### src/rtl/pc_fetch_unit_pkg.sv
`default_nettype none
// ============================================================================
// Module   : pc_fetch_unit_pkg
// Brief    : Shared constants and FSM state encodings for the fetch unit.
// Revision : 1.0
// ============================================================================
package pc_fetch_unit_pkg;

   localparam int          c_DATA_W   = 16;
   localparam logic [15:0] c_RESET_PC = 16'h0000;

   localparam logic [1:0] ST_IDLE  = 2'b00;
   localparam logic [1:0] ST_FETCH = 2'b01;
   localparam logic [1:0] ST_HOLD  = 2'b10;
   localparam logic [1:0] ST_ERR   = 2'b11;

endpackage
`default_nettype wire

### src/rtl/pc_fetch_unit_fetch_timeout_ctr.sv
`default_nettype none
// ============================================================================
// Module   : fetch_timeout_ctr
// Brief    : 8-bit wait counter; tc flags the last allowed cycle (LIMIT-1).
// Revision : 1.0
// ============================================================================
module fetch_timeout_ctr
   import pc_fetch_unit_pkg::*;
#(
   parameter int LIMIT = 16
) (
   input  logic clk,
   input  logic rst_n,
   input  logic clr,
   input  logic en,
   output logic tc
);

   localparam logic [7:0] c_TC = 8'(LIMIT - 1);

   logic [7:0] r_count;

   always_ff @(posedge clk or negedge rst_n) begin
      if (!rst_n) begin
         r_count <= 8'h00;
      end else if (clr) begin
         r_count <= 8'h00;
      end else if (en) begin
         r_count <= r_count + 8'h01;
      end
   end

   assign tc = (r_count == c_TC);

endmodule
`default_nettype wire

### src/rtl/pc_fetch_unit.sv
`default_nettype none
// ============================================================================
// Module   : pc_fetch_unit
// Brief    : PC and IR owner; fetches via req/ack, holds IR, commits next_pc.
// Revision : 1.0
// ============================================================================
module pc_fetch_unit
   import pc_fetch_unit_pkg::*;
#(
   parameter logic [15:0] RESET_PC    = c_RESET_PC,
   parameter int          ACK_TIMEOUT = 16
) (
   input  logic                clk,
   input  logic                rst_n,
   input  logic                start,
   input  logic                halt,
   input  logic [c_DATA_W-1:0] next_pc,
   input  logic                pc_write,
   output logic                imem_req,
   output logic [c_DATA_W-1:0] imem_addr,
   input  logic                imem_ack,
   input  logic [c_DATA_W-1:0] imem_rdata,
   output logic [c_DATA_W-1:0] pc,
   output logic [c_DATA_W-1:0] ir,
   output logic                ir_valid,
   output logic                fetch_err,
   output logic [c_DATA_W-1:0] retired
);

   logic [1:0]          r_state;
   logic [c_DATA_W-1:0] r_pc;
   logic [c_DATA_W-1:0] r_ir;
   logic                r_ir_valid;
   logic                r_fetch_err;
   logic [c_DATA_W-1:0] r_retired;

   logic w_in_fetch;
   logic w_tc;

   assign w_in_fetch = (r_state == ST_FETCH);

   // Counter runs only while fetching; any ack or leaving FETCH rearms it.
   fetch_timeout_ctr #(
      .LIMIT (ACK_TIMEOUT)
   ) u_timeout (
      .clk   (clk),
      .rst_n (rst_n),
      .clr   (!w_in_fetch || imem_ack),
      .en    (w_in_fetch),
      .tc    (w_tc)
   );

   always_ff @(posedge clk or negedge rst_n) begin
      if (!rst_n) begin
         r_state     <= ST_IDLE;
         r_pc        <= RESET_PC;
         r_ir        <= '0;
         r_ir_valid  <= 1'b0;
         r_fetch_err <= 1'b0;
         r_retired   <= '0;
      end else begin
         case (r_state)
            ST_IDLE: begin
               if (start) begin
                  r_state <= ST_FETCH;
               end
            end
            ST_FETCH: begin
               if (imem_ack) begin
                  r_ir       <= imem_rdata;
                  r_ir_valid <= 1'b1;
                  r_state    <= ST_HOLD;
               end else if (w_tc) begin
                  r_fetch_err <= 1'b1;
                  r_ir_valid  <= 1'b0;
                  r_state     <= ST_ERR;
               end
            end
            ST_HOLD: begin
               // start is deliberately not looked at here; pc_write decides.
               if (pc_write) begin
                  r_pc       <= next_pc;
                  r_ir_valid <= 1'b0;
                  r_retired  <= r_retired + 16'h0001;
                  r_state    <= halt ? ST_IDLE : ST_FETCH;
               end
            end
            default: begin
               // ST_ERR is terminal until reset.
               r_fetch_err <= 1'b1;
               r_ir_valid  <= 1'b0;
            end
         endcase
      end
   end

   assign imem_req  = w_in_fetch;
   assign imem_addr = r_pc;
   assign pc        = r_pc;
   assign ir        = r_ir;
   assign ir_valid  = r_ir_valid;
   assign fetch_err = r_fetch_err;
   assign retired   = r_retired;

endmodule
`default_nettype wire

### config.mk
export PLATFORM = sky130hd
export DESIGN_NAME = pc_fetch_unit
export DESIGN_NICKNAME = d
export VERILOG_FILES = /design/src/rtl/pc_fetch_unit_pkg.sv /design/src/rtl/pc_fetch_unit_fetch_timeout_ctr.sv /design/src/rtl/pc_fetch_unit.sv
export SDC_FILE = /design/constraint.sdc
export NUM_CORES = 1
export LEC_CHECK = 0
export ABC_CLOCK_PERIOD_IN_PS = 2400
export CAP_MARGIN = 15
export CORE_UTILIZATION = 30
export DETAILED_ROUTE_END_ITERATION = 7
export PLACE_DENSITY = 0.7
export SYNTH_ARGS = -nofsm -noshare
export SYNTH_HDL_FRONTEND = slang
export SYNTH_HIERARCHICAL = 1
export SYNTH_SLANG_ARGS = --single-unit
### constraint.sdc
create_clock -name clk -period 2.4 [get_ports clk]
set_clock_uncertainty 0.1 [all_clocks]
set_input_delay 0.36 -clock clk [delete_from_list [all_inputs] [get_ports clk]]
set_output_delay 0.36 -clock clk [all_outputs]
set_load 0.1 [all_outputs]
==> results of run 1 <==
[final timing paths]
check                      depth (start not counted)           to  slack, ps        start
min in group clk                                   1  retired[15]        370  retired[15]
max in group asynchronous                          2        ir[2]       1620        rst_n
hold / removal                                     2  retired[10]         90        rst_n
hold reg to reg                                    1  retired[15]        370  retired[15]
setup reg to reg                                   6   r_state[1]        520   r_state[0]
setup / recovery                                   3     imem_req        500   r_state[1]
[state kept, by name (all words and copies together), names as in the netlist]
register and flops:
imem_addr 16, ir 16, fetch_err 1, r_state 2, u_timeout/r_count 8, retired 16, ir_valid 1
[cell usage in the layout, fill, tap and decap left out, types with 3 or more instances in the layout]
master and instances:
buf_4 70, dfrtp_1 60, clkdlybuf4s50_1 36, mux2_2 34, clkbuf_8 12, nor2_1 11
xor2_1 10, xnor2_1 9, nand4_1 8, nand3_1 7, ha_1 7, nand2_1 6
inv_1 4, o21ai_0 4, nor2b_1 3, or3_1 3, a21oi_1 3
[worst reg2reg max path, cell delays in order, from the launching register on]
cell and delay, ps:
dfrtp_1 430, inv_1 100, ha_1 240, nor2b_1 170
nor3_1 210, o21a_1 190, mux2_2 330
[area by class of cell]
type / instances / area, sq um
Fill cell: 826 / 4850
Sequential cell: 60 / 1500
Multi-Input combinational cell: 125 / 1030
Timing Repair Buffer: 108 / 911
Clock buffer: 12 / 165
Tap cell: 108 / 135
Clock inverter: 4 / 70.1
Inverter: 4 / 15.0
[per-layer routing]
layer / up-vias / wire [um]
met5: - / 0
met4: 0 / 60
met3: 7 / 519
met2: 84 / 2420
met1: 893 / 2390
li1: 906 / -
[cells by family (layout without fill, tap and decap cells)]
| kind of cell | count (synthesis) | after routing |
|---|---|---|
| adder cells (fa/ha/maj) | 8 | 8 |
| flip-flops | 60 | 60 |
| AO/OA/AOI/OAI | 13 | 13 |
| XOR/XNOR | 19 | 19 |
| buffers and inverters | 25 | 128 |
| multiplexers | 35 | 35 |
| AND/OR/NAND/NOR | 50 | 50 |
[per-stage QoR]
stage                     hold slack, ps  std cells
after floorplan                    -35.6        210
after CTS                            103        421
after global routing                 139        421
after global placement               355        405
final                               85.0        421
after detailed placement             364        405
==> results_dict.tcl, run 1 <==
set metrics [dict create \
    cp_max_fo 12 \
    cts_resized 0 \
    dpl-instance-area_sq_um 3590 \
    nNetsFinal 354 \
    worst_slew_pin_slew_ps 759 \
    use_met2_pct 18.0 \
    grtUsageMet3_pct 6.81 \
    min_path_type "in2async" \
    synth_edf_count 0 \
    clockBufferDepth 2 \
    slew_headroom_pct 49.4 \
    synth_common_cells "dfrtp_1 (60), mux2_2 (34), buf_4 (16), nor2_1 (11), xor2_1 (10)" \
    synth-seq-area-share_pct 55.9 \
    maxSlewViolCount 0 \
    grt_pass1_wl_um 8080 \
    syn_area_sq_um 2680 \
    synthDistinctLibCells 31 \
    grt_start_max_net_pins 61 \
    cp-start-kind "register" \
    async_flop_share_pct 100 \
    max_freq_mhz 526 \
    dpl.hpwl_um 3800 \
    vias_per_cell 4.49 \
    final.period_utilization_pct 79.2 \
    status "finished, final reports clean" \
    syn_inst 210 \
    drtIter0Drc 33 \
    crit_required_ps 1940 \
    max_stage_delay_ps 420 \
    slowest_stage "dfrtp_1" \
    wl_um 5390 \
    ant_nets 0 \
    clkLatencyLatePin_ps 330 \
    overflow 0 \
    syn-num-nets 256 \
    synth_xor_area_share_pct 6.20 \
    postLayoutCellArea_sq_um 3820 \
    die_y_um 96.6 \
    muxShareOfSynthArea_pct 14.6 \
    met1_usage_pct 14.0 \
    grt_pass1_vias 1735 \
    cts-buffers-inserted 9 \
    path_cells "inv_1 -> ha_2 -> buf_12" \
    grt_usage_pct 11.9 \
    synth-main-ff-cell "dfrtp_1" \
    setup_viol 0 \
    port-buffer-count 104 \
    fin_util_pct 44.1 \
    hold_buffers 0 \
    die_w_um 96.6 \
    yosysTopAreaCell "dfrtp_1" \
    synth_top_family_by_area "multiplexers" \
    routedWlPerCell_um 12.8 \
    gp_congestion 0.789 \
    synth_warnings 6 \
    synthSimpleGateAreaFrac_pct 10.5 \
    yosysMostFrequentCell "dfrtp_1" \
    critPathKind "reg2out" \
    cts_max_level 3 \
    drt_first_pass_iters 4 \
    path_clk_slew_ps 70 \
    n_antenna_cell 0 \
    drc_errors 0 \
    synth_area_leaders "dfrtp_1 (56%), mux2_2 (14%), buf_4 (4.5%), ha_1 (3.7%), xor2_1 (3.3%)" \
    cts_setup_buffers 0 \
    endpoint_kind "primary output" \
    synth_top_area_share_pct 55.9 \
    antenna_found_initial 0 \
    layout_min_cycle_time_ps 1900 \
    busiest_layer "met2" \
    cp.buffers_inverters 2 \
    pin_count 105 \
    core_area_sq_um 8680 \
    cts_tree "done" \
    drive_gt1_share_pct 40.6 \
    cts-root-buf "clkbuf_8" \
    fp-row-count 34 \
    ys_seq_elements 60 \
    dp_slack_ps 485 \
    timing.final.ws_setup_ps 499 \
    max_cap_viol_count 0 \
    routed-via-count 1890 \
    crit_family "flip-flops" \
    synth_fa_ha_area_share_pct 3.73 \
    floorplan.initialDensity_pct 30.9 \
    setup_tns_ps 0 \
    cp.arrival_ps 1440 \
    cts_sinks 60 \
    avgSynthCellArea_sq_um 12.8 \
    synthToLayoutAreaGrowth_pct 42.5 \
    rsz0062_at_grt "false" \
    dieArea_sq_um 9330 \
    final_hold_viol_count 0 \
    synth_compound_area_share_pct 3.03 \
]
Power of run 1 is left out: the tool's default activity adds up to more than one toggle a clock period on the data nets, which glitch-free logic cannot reach.
==> inputs of run 2 (changes only) <==
Settings changed: ABC_CLOCK_PERIOD_IN_PS 2400 to 1900.
Clock period 2.4 ns to 1.9 ns, I/O delays scaled along.
==> results_dict.tcl, run 2 (synthesis gave the netlist of run 1 again) <==
set metrics [dict create \
    cts_max_level 3 \
    nNetsFinal 361 \
    grt_start_max_net_pins 61 \
    ff_latch_area_sq_um 1510 \
    cp.buffers_inverters 1 \
    setup_viol 0 \
    cp_max_fo 5 \
    endpoint_kind "register" \
    cts_sinks 60 \
    synthToLayoutAreaGrowth_pct 63.8 \
    final_common_cell "dfrtp_1" \
    port-buffer-count 104 \
    grt_usage_pct 13.4 \
    layout_common_cells "dfrtp_1 (51), buf_12 (44), clkdlybuf4s50_1 (36)" \
    worst_slew_pin_slew_ps 326 \
    grt_pass1_wl_um 9230 \
    cp-startpoint "r_state[1]" \
    fp-row-count 34 \
    grt_pass1_vias 1958 \
    drtIter0Drc 30 \
    dpl.hpwl_um 4200 \
    final.period_utilization_pct 93.9 \
    drc_errors 1 \
    cts_setup_buffers 0 \
    cts_tree "done" \
    min_path_type "in2async" \
    final_hold_viol_count 0 \
    violations "design-rule violations" \
    cts-root-buf "clkbuf_8" \
    routedWlPerCell_um 13.4 \
    n_antenna_cell 0 \
    setup_tns_ps 0 \
    die_w_um 96.6 \
    max_stage_delay_ps 410 \
    busiest_layer "met2" \
    cp.arrival_ps 1900 \
    num-fill-cells 782 \
    drt_first_pass_iters 6 \
    r2r_cells 6 \
    grtUsageMet3_pct 7.36 \
    clkLatencyLatePin_ps 330 \
    multi_input_area_sq_um 1040 \
    clockBufferDepth 2 \
    path_cells "inv_1 -> ha_1 -> nor2b_1 -> nor3_2 -> o21a_1 -> mux2_2" \
    status "finished with violations" \
    slowest_stage "dfrtp_1" \
    cp_num_cells 6 \
    wl_um 5720 \
    crit_family "flip-flops" \
    use_met2_pct 22.6 \
    vias_per_cell 4.53 \
    ant_nets 0 \
    overflow 0 \
    crit_required_ps 2020 \
    cp-start-kind "register" \
    antenna_found_initial 0 \
    floorplan.initialDensity_pct 30.9 \
    dieArea_sq_um 9330 \
    cts-buffers-inserted 9 \
    met1_usage_pct 14.4 \
    max_cap_viol_count 0 \
    layout_min_cycle_time_ps 1780 \
    gp_congestion 0.761 \
    pin_count 105 \
    slew_headroom_pct 78.3 \
    routed-via-count 1937 \
    die_y_um 96.6 \
    critPathKind "reg2reg" \
    maxSlewViolCount 0 \
    max_freq_mhz 561 \
    drive_gt1_share_pct 43.4 \
    rsz0062_at_grt "false" \
    core_area_sq_um 8680 \
    r2r-start "r_state[1]" \
    path_clk_slew_ps 60 \
]
## run 2: cell types whose count changed in the layout (fill, tap and decap cells not counted), moves of 2 or more
cell / before / now
clkbuf_1: 0 / 4
clkbuf_8: 12 / 10
buf_12: 1 / 44
buf_4: 70 / 33
dfrtp_1: 60 / 51
dfrtp_2: 0 / 9
## run 2: repair_timing
action                                 CTS  global route
endpoints found under the hold margin   60             0
hold buffers                             1             0
gates resized for setup                  0             1
setup endpoints to repair                0             1
## run 2: worst paths after layout
path | endpoint | slack, ps
max | r_state[1] | 120
min | imem_addr[4] | 380
max in group asynchronous | retired[7] | 1030
min in group clk | ir[13] | 410
max reg2reg | r_state[1] | 120
min reg2reg | ir[13] | 410
## run 2: worst register-to-register path, stage by stage, from the launching register on
cell,delay (ps)
dfrtp_1,410
inv_1,120
ha_1,200
nor2b_1,140
nor3_2,190
o21a_1,180
mux2_2,330
## run 2: final cells by class
type                       instances  area share [%]
tap                              108            3.07
inverter                           4           0.342
clock inverter                     2           0.797
timing repair buffer             115            34.2
multi-input combinational        125            23.7
sequential                        60            34.4
clock buffer                      14            3.47
## run 2: layer usage
| metal | share of wire, % | up-vias |
|---|---|---|
| li1 | - | 921 |
| met1 | 40 | 927 |
| met2 | 49 | 83 |
| met3 | 9.7 | 6 |
| met4 | 1.3 | 0 |
| met5 | 0 | - |
## run 2: per-stage QoR
stage	utilization (%)	instance area, sq um	cells	setup slack (ps)	hold WS [ps]
after global placement	48.3	4190	411	82.1	223
after CTS	50.6	4390	428	53.8	392
final	50.6	4400	428	117	384
after global routing	50.6	4400	428	33.5	427
after detailed placement	48.3	4190	411	42.7	224
after floorplan	-	2710	210	37.0	-111
Power of run 2 is left out for the same reason.
==> inputs of run 3 (changes only) <==
Settings changed: SKIP_CTS_REPAIR_TIMING set to 1.
==> results of run 3 <==
Final layout, timing and power as in run 2 (identical DEF).
Power of run 3 is left out for the same reason.
